<file path="config.mk">
export PLATFORM = sky130hd
export DESIGN_NAME = mem_rr_arbiter
export DESIGN_NICKNAME = d
export VERILOG_FILES = /design/src/rtl/mem_rr_arbiter.sv
export SDC_FILE = /design/constraint.sdc
export NUM_CORES = 1
export LEC_CHECK = 0
export CAP_MARGIN = 0
export CORE_MARGIN = 2
export CORE_UTILIZATION = 43
export DETAILED_ROUTE_END_ITERATION = 8
export PLACE_DENSITY = 0.92
export SKIP_CTS_REPAIR_TIMING = 1
export SLEW_MARGIN = 0
export SYNTH_ARGS = -nofsm -noshare
export SYNTH_HDL_FRONTEND = slang
export SYNTH_SLANG_ARGS = --single-unit
</file>
<file path="constraint.sdc">
create_clock -name clk -period 1.8 [get_ports clk]
set_input_delay 0.36 -clock clk [delete_from_list [all_inputs] [get_ports clk]]
set_output_delay 0.36 -clock clk [all_outputs]
set_load 0.05 [all_outputs]
</file>
<file path="src/rtl/mem_rr_arbiter.sv">
// mem_rr_arbiter
//   Round-robin arbiter/sequencer that lets two bus masters share one
//   single-port synchronous RAM (1-cycle read latency). At most one access is
//   issued per cycle. RAM address, write data and write enable are registered.
//   Read data is routed back to the requester that issued the read, marked by a
//   one-cycle rvalid pulse.
//
//   Ports
//     clk, rst                 clock, asynchronous active-high reset
//     rX_req/we/adr/dat_w      requester X access request (X = 0, 1)
//     rX_gnt                   1-cycle pulse: request accepted
//     rX_rvalid, rX_dat_r      read return pulse and held read data
//     mem_adr/dat_w/we         registered RAM-side controls
//     mem_dat_r                RAM read data
//     last_gnt                 id of the most recently granted requester
module mem_rr_arbiter #(
  parameter int AW = 4,
  parameter int DW = 8
) (
  input  logic          clk,
  input  logic          rst,
  input  logic          r0_req,
  input  logic          r0_we,
  input  logic [AW-1:0] r0_adr,
  input  logic [DW-1:0] r0_dat_w,
  output logic          r0_gnt,
  output logic          r0_rvalid,
  output logic [DW-1:0] r0_dat_r,
  input  logic          r1_req,
  input  logic          r1_we,
  input  logic [AW-1:0] r1_adr,
  input  logic [DW-1:0] r1_dat_w,
  output logic          r1_gnt,
  output logic          r1_rvalid,
  output logic [DW-1:0] r1_dat_r,
  output logic [AW-1:0] mem_adr,
  output logic [DW-1:0] mem_dat_w,
  output logic          mem_we,
  input  logic [DW-1:0] mem_dat_r,
  output logic          last_gnt
);

  logic          elig0, elig1, grant, sel;
  logic          sel_we;
  logic [AW-1:0] sel_adr;
  logic [DW-1:0] sel_dat_w;

  // Read-return tag pipeline: stage 1 travels with the RAM address cycle,
  // stage 2 with the RAM data cycle.
  logic tag1_v, tag1_id, tag2_v, tag2_id;

  always_comb begin
    // A requester whose gnt is high this cycle is masked so a held request
    // is never issued twice.
    elig0 = r0_req & ~r0_gnt;
    elig1 = r1_req & ~r1_gnt;
    grant = elig0 | elig1;
    if (elig0 && elig1) sel = ~last_gnt;
    else                sel = elig1;
    sel_we    = sel ? r1_we    : r0_we;
    sel_adr   = sel ? r1_adr   : r0_adr;
    sel_dat_w = sel ? r1_dat_w : r0_dat_w;
  end

  always_ff @(posedge clk or posedge rst) begin
    if (rst) begin
      r0_gnt    <= 1'b0;
      r1_gnt    <= 1'b0;
      r0_rvalid <= 1'b0;
      r1_rvalid <= 1'b0;
      r0_dat_r  <= '0;
      r1_dat_r  <= '0;
      mem_adr   <= '0;
      mem_dat_w <= '0;
      mem_we    <= 1'b0;
      last_gnt  <= 1'b1;
      tag1_v    <= 1'b0;
      tag1_id   <= 1'b0;
      tag2_v    <= 1'b0;
      tag2_id   <= 1'b0;
    end else begin
      r0_gnt <= grant & ~sel;
      r1_gnt <= grant & sel;
      if (grant) begin
        last_gnt  <= sel;
        mem_adr   <= sel_adr;
        mem_dat_w <= sel_dat_w;
        mem_we    <= sel_we;
      end else begin
        mem_we <= 1'b0;
      end

      tag1_v  <= grant & ~sel_we;
      tag1_id <= sel;
      tag2_v  <= tag1_v;
      tag2_id <= tag1_id;

      r0_rvalid <= tag2_v & ~tag2_id;
      r1_rvalid <= tag2_v & tag2_id;
      if (tag2_v && !tag2_id) r0_dat_r <= mem_dat_r;
      if (tag2_v &&  tag2_id) r1_dat_r <= mem_dat_r;
    end
  end

endmodule

</file>
==> parameters.txt <==
Parameter                              Value

Global route
  Initial antenna violation count    0
  Pin count of the biggest net entering global routing    28
  Aggregate global-route resource usage    0.189
  Grt total ovfl    0
  Global-route wire length before repair    ~5700 microns
  Vias in the first global route    1221

CTS
  Library cell used as clock root buffer    clkbuf_4
  Clock-pin transition on the worst setup and hold timing paths    0.10 ns
  Clock tree from TritonCTS    built
  H-tree levels    2
  Clock sink total    38
  Insertion delay to the later sink of the worst-skew pair    around 0.35 ns
  Max Buffers Root-to-Sink    2
  TritonCTS Buffers    5

Timing
  Maximum clock rate    a little under 0.7 GHz
  Total negative slack for setup checks    0 ns
  Slew at the pin with the worst max-slew slack    0.517 ns
  Total setup violations reported at the end of the flow    0
  RSZ-0062 raised after global routing    no
  Clock Skew    between 0.008 and 0.009 ns
  Hold slack    about 0.33 ns
  Number of endpoints with negative hold slack in the final report    0
  Pins over their slew limit    0
  Tcrit/Tclk final    0.817
  Period minus WS final    roughly 1.5 ns
  Relative slew margins    0.655

Final layout
  Number of nets in the layout    about 220
  Share of layout cells above drive strength 1    0.430
  Inserted Diodes    0
  Post-route cell area    around 2300 sq um
  Commonest non-fill, non-tap cells in the layout    37 x clkdlybuf4s50_1, 37 x dfrtp_1, 36 x buf_4
  Layout fillers    approximately 240
  Share of the core filled with cells    0.685
  Area delta synth->final    51.9%

Floorplanning
  Number of rows in the core area    21
  Core Footprint    ~3300 sq um
  Die Width    around 63 microns
  Chip Height    63.1 microns
  Number of placed I/O pins    72
  Die Footprint    between 3000 and 4000 sq um
  Effective utilization at floorplan    0.451

Min path
  Path category of the worst min-delay check    in -> async

Routing
  Mean routed wirelength per cell    roughly 15 microns
  Antenna violation net count after detailed routing    0
  DR vias    1132
  Post-route DRC    0
  Drt pass-1 iters    4
  Number of DRC markers after the initial detailed-route iteration    64
  Number of vias per cell    between 5 and 6
  Final WL    between 3000 and 4000 microns

Critical path
  Sort of element at the end of the critical path    output pin
  Highest cell delay on the worst timing path    0.61 ns
  Cell with the largest stage delay on the worst path    dfstp_2
  Cell count of the worst reg-to-reg path    4
  Crit path cell chain    buf_12
  Largest fanout on the critical path    5
  Combined buffer and inverter count along the critical path    1
  Data required time at the worst endpoint    between 1 and 1.5 ns
  CP top delay family    flip-flops
  Kind of start point of the critical path    flop
  Number of gates on the worst path with buffers counted    1
  Data arrival time of the critical path    1.11 ns
  Class of the most critical setup path    reg -> out

Power
  Leakage power total    about 0.0010 uW
  Worst VDD drop    between 0.7 and 0.8 mV
  Power density over the cells    1600 nW/um^2

Yosys
  Proportion of synthesized chip area in sequential cells    0.633
  Number of storage elements in the synthesis netlist    38
  Post-synthesis area per instance    around 15 sq um
  Number of instances in the synthesized netlist    around 100
  Post-synthesis instance area    about 1500 sq um
  Yosys warning count    0
  Synthesized netlist net count    approximately 140
  Distinct cell type count of the synthesized netlist    24

Place
  Estimated wirelength of the detail-placed design    approximately 2600 microns
  Total cell area at the placement stage    around 2200 sq um
  Final Wtd Congestion    between 0.7 and 0.8
  Count of buffers from port buffering    71

Outcome
  Result of the run    complete, no violations

Flow run
  Maximum Capacitance Violations    0
==> where the power goes <==
group	leakage (uW)	internal, uW	switching [uW]
Clock	0.0000302	176	251
Sequential	0.000446	1130	157
Combinational	0.000556	698	1240
Total	0.00103	2010	1640
==> metrics by stage <==
step,instances,worst slack [ns],total power [uW]
floorplan,101,0.282,2590
global placement,219,0.0818,3200
detailed placement,219,0.0103,3250
CTS,225,0.327,3680
global route,225,0.294,3810
finish,225,0.330,3650
==> final cells by class <==
cell class,instances,area [sq um],area share
Sequential cell,38,952,0.417
Multi-Input combinational cell,52,480,0.210
Inverter,6,22.5,0.00986
Tap cell,46,57.6,0.0252
Clock buffer,6,51.3,0.0225
Timing Repair Buffer,77,721,0.315
==> worst paths after layout <==
check / start / to / slack (ns)
max reg2reg: last_gnt$_DFFE_PP1N_ / mem_dat_w[5]$_DFFE_PP0N_ / 0.43
min reg2reg: tag1_id$_DFF_PP0_ / tag2_id$_DFF_PP0_ / 0.36
min in group clk: tag1_id$_DFF_PP0_ / tag2_id$_DFF_PP0_ / 0.36
max: last_gnt$_DFFE_PP1N_ / last_gnt / 0.33
min: rst / r1_gnt$_DFF_PP0_ / 0.33
max in group asynchronous: rst / r0_dat_r[3]$_DFFE_PP0P_ / 0.95
==> metal layers <==
metal,global-route usage,up-vias,wire length [microns]
li1,-,524,-
met1,0.203,548,1350
met2,0.327,54,1760
met3,0.0643,6,268
met4,0.100,0,64
met5,0,-,0
==> cells in the mapped netlist, drive strengths merged <==
master	n	area [sq um]
nand2	2	15.0
or3	12	75.1
buf	5	48.8
or3b	1	11.3
nor2	1	3.75
a21oi	1	5.00
o22ai	1	6.26
dfrtp	37	926
clkinv	1	3.75
nor2b	2	20.0
mux2	16	180
o221a	12	135
dfstp	1	26.3
a21o	1	7.51
a22o	1	8.76
inv	5	18.8
nand2b	2	12.5
==> sequential cells by signal (all words and copies together), names as in the netlist, 4 cells and up <==
register	flops
mem_dat_w	8
r0_dat_r	8
r1_dat_r	8
mem_adr	4
==> cell families after synthesis <==
| family | count (synthesis) | share of synthesized area |
|---|---|---|
| mux | 16 | 0.120 |
| simple gates | 20 | 0.0915 |
| flops | 38 | 0.633 |
| buf+inv | 11 | 0.0474 |
| compound gates | 16 | 0.108 |
Note: power is estimated with default switching activity, not from simulation.
